**src/rtl/ram_arbiter.sv**
```systemverilog
// rtl/ram_arbiter.sv - two-master single-port RAM arbiter with owner FSM and read tag pipeline
// Define ARB_FAIR_EN to compile in BURST_MAX burst limiting; default build is pure m0 priority.
module ram_arbiter #(
  parameter int BURST_MAX = 4
) (
  input  logic        read_clk,
  input  logic        reset,
  input  logic        m0_req,
  input  logic        m0_we,
  input  logic [13:0] m0_addr,
  input  logic [15:0] m0_wdata,
  output logic        m0_gnt,
  output logic [15:0] m0_rdata,
  output logic        m0_rvalid,
  input  logic        m1_req,
  input  logic        m1_we,
  input  logic [13:0] m1_addr,
  input  logic [15:0] m1_wdata,
  output logic        m1_gnt,
  output logic [15:0] m1_rdata,
  output logic        m1_rvalid,
  output logic        ram_en,
  output logic        ram_we,
  output logic [13:0] ram_addr,
  output logic [15:0] ram_wdata,
  input  logic [15:0] ram_rdata,
  output logic [1:0]  owner
);

  localparam logic [1:0] ST_IDLE = 2'b00;
  localparam logic [1:0] ST_OWN0 = 2'b01;
  localparam logic [1:0] ST_OWN1 = 2'b10;

  if (BURST_MAX < 1 || BURST_MAX > 15) begin : g_bad_burst_max
    $error("ram_arbiter: BURST_MAX must be in 1..15");
  end

  logic [1:0]  state;
  logic        pick_m1;
  logic        grant_any;
  logic        sel_we;
  logic [13:0] sel_addr;
  logic [15:0] sel_wdata;
  logic        tag1_valid, tag1_read, tag1_id;
  logic        tag2_valid, tag2_read, tag2_id;

`ifdef ARB_FAIR_EN
  logic [3:0] burst_cnt;
  logic       burst_full;

  assign burst_full = (burst_cnt >= 4'(BURST_MAX));

  // Contention winner: stay with the owner until its burst is used up, then hand over.
  always_comb begin
    pick_m1 = 1'b0;
    case (state)
      ST_OWN0: pick_m1 = burst_full;
      ST_OWN1: pick_m1 = !burst_full;
      default: pick_m1 = 1'b0;
    endcase
  end

  always_ff @(posedge read_clk or posedge reset) begin
    if (reset) begin
      burst_cnt <= 4'd0;
    end else if (!grant_any) begin
      burst_cnt <= 4'd0;
    end else if ((state == ST_OWN0 && m0_gnt) || (state == ST_OWN1 && m1_gnt)) begin
      if (burst_cnt != 4'hF) begin
        burst_cnt <= burst_cnt + 4'd1;
      end
    end else begin
      burst_cnt <= 4'd1;
    end
  end
`else
  assign pick_m1 = 1'b0;
`endif

  assign m0_gnt    = !reset && m0_req && !(m1_req && pick_m1);
  assign m1_gnt    = !reset && m1_req && (!m0_req || pick_m1);
  assign grant_any = m0_gnt || m1_gnt;

  assign sel_we    = m1_gnt ? m1_we    : m0_we;
  assign sel_addr  = m1_gnt ? m1_addr  : m0_addr;
  assign sel_wdata = m1_gnt ? m1_wdata : m0_wdata;

  always_ff @(posedge read_clk or posedge reset) begin
    if (reset) begin
      state      <= ST_IDLE;
      ram_en     <= 1'b0;
      ram_we     <= 1'b0;
      ram_addr   <= 14'd0;
      ram_wdata  <= 16'd0;
      tag1_valid <= 1'b0;
      tag1_read  <= 1'b0;
      tag1_id    <= 1'b0;
      tag2_valid <= 1'b0;
      tag2_read  <= 1'b0;
      tag2_id    <= 1'b0;
    end else begin
      ram_en <= grant_any;
      if (grant_any) begin
        ram_we    <= sel_we;
        ram_addr  <= sel_addr;
        ram_wdata <= sel_wdata;
      end
      if (!grant_any) begin
        state <= ST_IDLE;
      end else if (m1_gnt) begin
        state <= ST_OWN1;
      end else begin
        state <= ST_OWN0;
      end
      // Stage 1 lines up with the RAM command, stage 2 with the returning read data.
      tag1_valid <= grant_any;
      tag1_read  <= !sel_we;
      tag1_id    <= m1_gnt;
      tag2_valid <= tag1_valid;
      tag2_read  <= tag1_read;
      tag2_id    <= tag1_id;
    end
  end

  assign owner     = state;
  assign m0_rvalid = tag2_valid && tag2_read && !tag2_id;
  assign m1_rvalid = tag2_valid && tag2_read && tag2_id;
  assign m0_rdata  = ram_rdata;
  assign m1_rdata  = ram_rdata;

endmodule

```
**config.mk**
```make
export PLATFORM = sky130hd
export DESIGN_NAME = ram_arbiter
export DESIGN_NICKNAME = d
export VERILOG_FILES = /design/src/rtl/ram_arbiter.sv
export SDC_FILE = /design/constraint.sdc
export NUM_CORES = 1
export LEC_CHECK = 0
export ABC_AREA = 0
export CAP_MARGIN = 20
export CORE_ASPECT_RATIO = 0.7
export CORE_MARGIN = 2
export CORE_UTILIZATION = 36
export DETAILED_ROUTE_END_ITERATION = 12
export PLACE_DENSITY_LB_ADDON = 0.1
export SLEW_MARGIN = 40
export SYNTH_ARGS = -nofsm -noshare
export SYNTH_HDL_FRONTEND = slang
export SYNTH_SLANG_ARGS = --single-unit
```
**constraint.sdc**
```tcl
create_clock -name read_clk -period 1.15 [get_ports read_clk]
set_input_delay 0.23 -clock read_clk [delete_from_list [all_inputs] [get_ports read_clk]]
set_output_delay 0.23 -clock read_clk [all_outputs]
set_load 0.03 [all_outputs]
```
==> run summary <==
Worst Skew = 0.00400 ns
Synth cell types = 19
wirelength, routed = 5080 um
Worst Reg-to-Reg Cells = 2
Synth Instances = 192
grt total ovfl = 0
CTS tree = done
die area = 0.00600 sq mm
critical path capture point type = output port
row count = 22
Die Width = 91.7 um
final setup fails = 2
top-area cell type share of the netlist area = 0.491
final routed DRC violation total = 0
Clock transition at path regs = 0.07 ns
Critical Path RT = 0.92 ns
worst-path fanout max = 2
HP Class = in2async
Synth area leaders = dfrtp_1 49%, o22ai_1 15%, buf_4 14%
post-synthesis register bit count = 38
Syn. warnings = 0
Worst EP arrival = 0.97 ns
commonest non-fill, non-tap cell in the layout = clkdlybuf4s50_1
initial DRC count = 58
area leader, netlist = dfrtp_1
Pleak = 0.00128 uW
multi-input logic area = 599 sq um
Cell Pwr Density = 1330 mW/mm^2
synthesized area = 0.00194 sq mm
depth of the CTS H-tree = 2
vias in the first global route = 1703
CP Launch Type = flip-flop
Worst-Skew Late Latency = 0.28 ns
Layout Utilization = 0.573
largest net degree at the start of global routing = 19
Placer Congestion = 0.737
critical path class = reg2out
worst slew pin tran = 0.207 ns
CTS max path bufs = 2
register area = 951 sq um
shortest period the worst path allows = 1.20 ns
DR vias = 1701
Slew headroom = 0.862
Hold Fails Final Rpt = 0
detailed placement HPWL = 3900 um
Routed WL per cell = 14.4 um
first-pass GRT wire length = 8450 um
peak supply drop = 0.000560 V
Max Cap Viol = 0
most frequent cells in the layout = 62 x clkdlybuf4s50_1, 56 x buf_4, 45 x o22ai_1, 38 x dfrtp_1, 30 x a21oi_1
initial antenna violation count = 0
Top Ports = 152
number of nets in the layout = 362
chip height = 65.4 um
Post-Synthesis Mean Instance Area = 10.1 sq um
starting density of the core = 0.373
setup ws final = -0.0538 ns
RR Startpoint = ram_addr[13]
root buffer cell = clkbuf_8
status = finished, violations left
reg2reg end = ram_addr[13]
antenna cell count = 0
total power = 3950 uW
TritonCTS Buffers = 5
placed inst area = 0.00282 sq mm
reg2reg setup slack = 0.37 ns
Critical path origin = tag2_read
iteration count of the initial detailed-routing pass = 4
failing checks = setup timing
GRT Overall Usage = 0.177
sequential element share of the synthesized area = 0.491
worst slack at placement = -0.356 ns
layout cell share with drive strength beyond 1 = 0.295
drt via density = 4.82
RSZ-0062 raised after global routing = yes
core area = 0.00520 sq mm
fin crit share = 1.05
area grow syn2layout = 53.8%
Fmax achieved = 0.831 GHz
Routed Antenna Nets = 0
CTS sink cnt = 38
Fill cells = 442
cell area after layout = 0.00298 sq mm
Port-buffer cells = 103
Post-Syn Nets = 274
Final Max Slew Viols = 0
==> worst max-delay path by stage <==
stage	slack [ns]	depth (start not counted)	end
final	-0.05	2	m1_rvalid
after global routing	-0.09	2	m1_rvalid
after CTS	-0.06	2	m1_rvalid
after detailed placement	-0.36	5	ram_wdata[15]
after global placement	-0.33	5	ram_addr[13]
after floorplan	0.008	5	tag1_read
==> power by group <==
part | total [uW] | switching, uW | internal [uW] | leakage [uW]
registers | 1600 | 108 | 1500 | 0.000431
logic | 1270 | 653 | 617 | 0.000789
clock network | 1080 | 443 | 638 | 0.0000579
==> worst max-delay path, stage by stage, from the launching register on <==
cell	delay (ns)
dfrtp_1	0.38
and3_4	0.18
buf_6	0.13
==> state kept, by name, summed over array words and instances (netlist names) <==
name,flops
tag2_valid,1
tag1_valid,1
ram_wdata,16
tag1_read,1
tag2_id,1
ram_we,1
tag2_read,1
ram_addr,14
owner,2
==> per-layer routing <==
metal / GRT usage / up-vias / share of wire
met1: 0.240 / 777 / 0.46
met5: 0 / - / 0
met4: 0.0634 / 0 / 0.023
li1: - / 839 / -
met3: 0.0596 / 19 / 0.093
met2: 0.266 / 66 / 0.43
==> cells by family after synthesis <==
family                 synth area share
AOI/OAI and AO/OA                 0.239
buffers and inverters             0.214
DFF                               0.491
and+or+nand+nor                  0.0510
muxes                           0.00516
==> Yosys cell counts <==
cell type,n
o22ai_1,45
dfrtp_1,38
buf_4,35
a21oi_1,30
nor2_1,17
buf_6,5
buf_2,4
clkbuf_8,3
inv_1,3
nand2b_1,3
a21oi_2,1
and3_1,1
buf_12,1
clkbuf_1,1
mux2i_1,1
nand2_1,1
nor2_2,1
o21ba_1,1
o22ai_2,1
==> stage by stage <==
step,TNS [ns],instances,hold slack [ns]
after CTS,-0.122,352,0.278
final,-0.0731,353,0.235
after floorplan,0,192,0.267
after global routing,-0.156,353,0.258
after detailed placement,-11.25,343,0.362
after global placement,-10.42,343,0.349
==> cell type report <==
type / count / share of cell area
clock buffers: 5 / 0.0231
clock inverters: 3 / 0.0134
inverters: 3 / 0.00378
multi-input cells: 102 / 0.201
flip-flops and latches: 38 / 0.319
well taps: 72 / 0.0302
repair buffers: 130 / 0.410
==> what timing repair did <==
action,4_1_cts,5_1_grt
pin swaps,0,1
buffers inserted,1,1
hold buffers,0,0
endpoints found under the setup margin,32,3
resized for setup,12,4
Power figures use the tool's default switching activity.
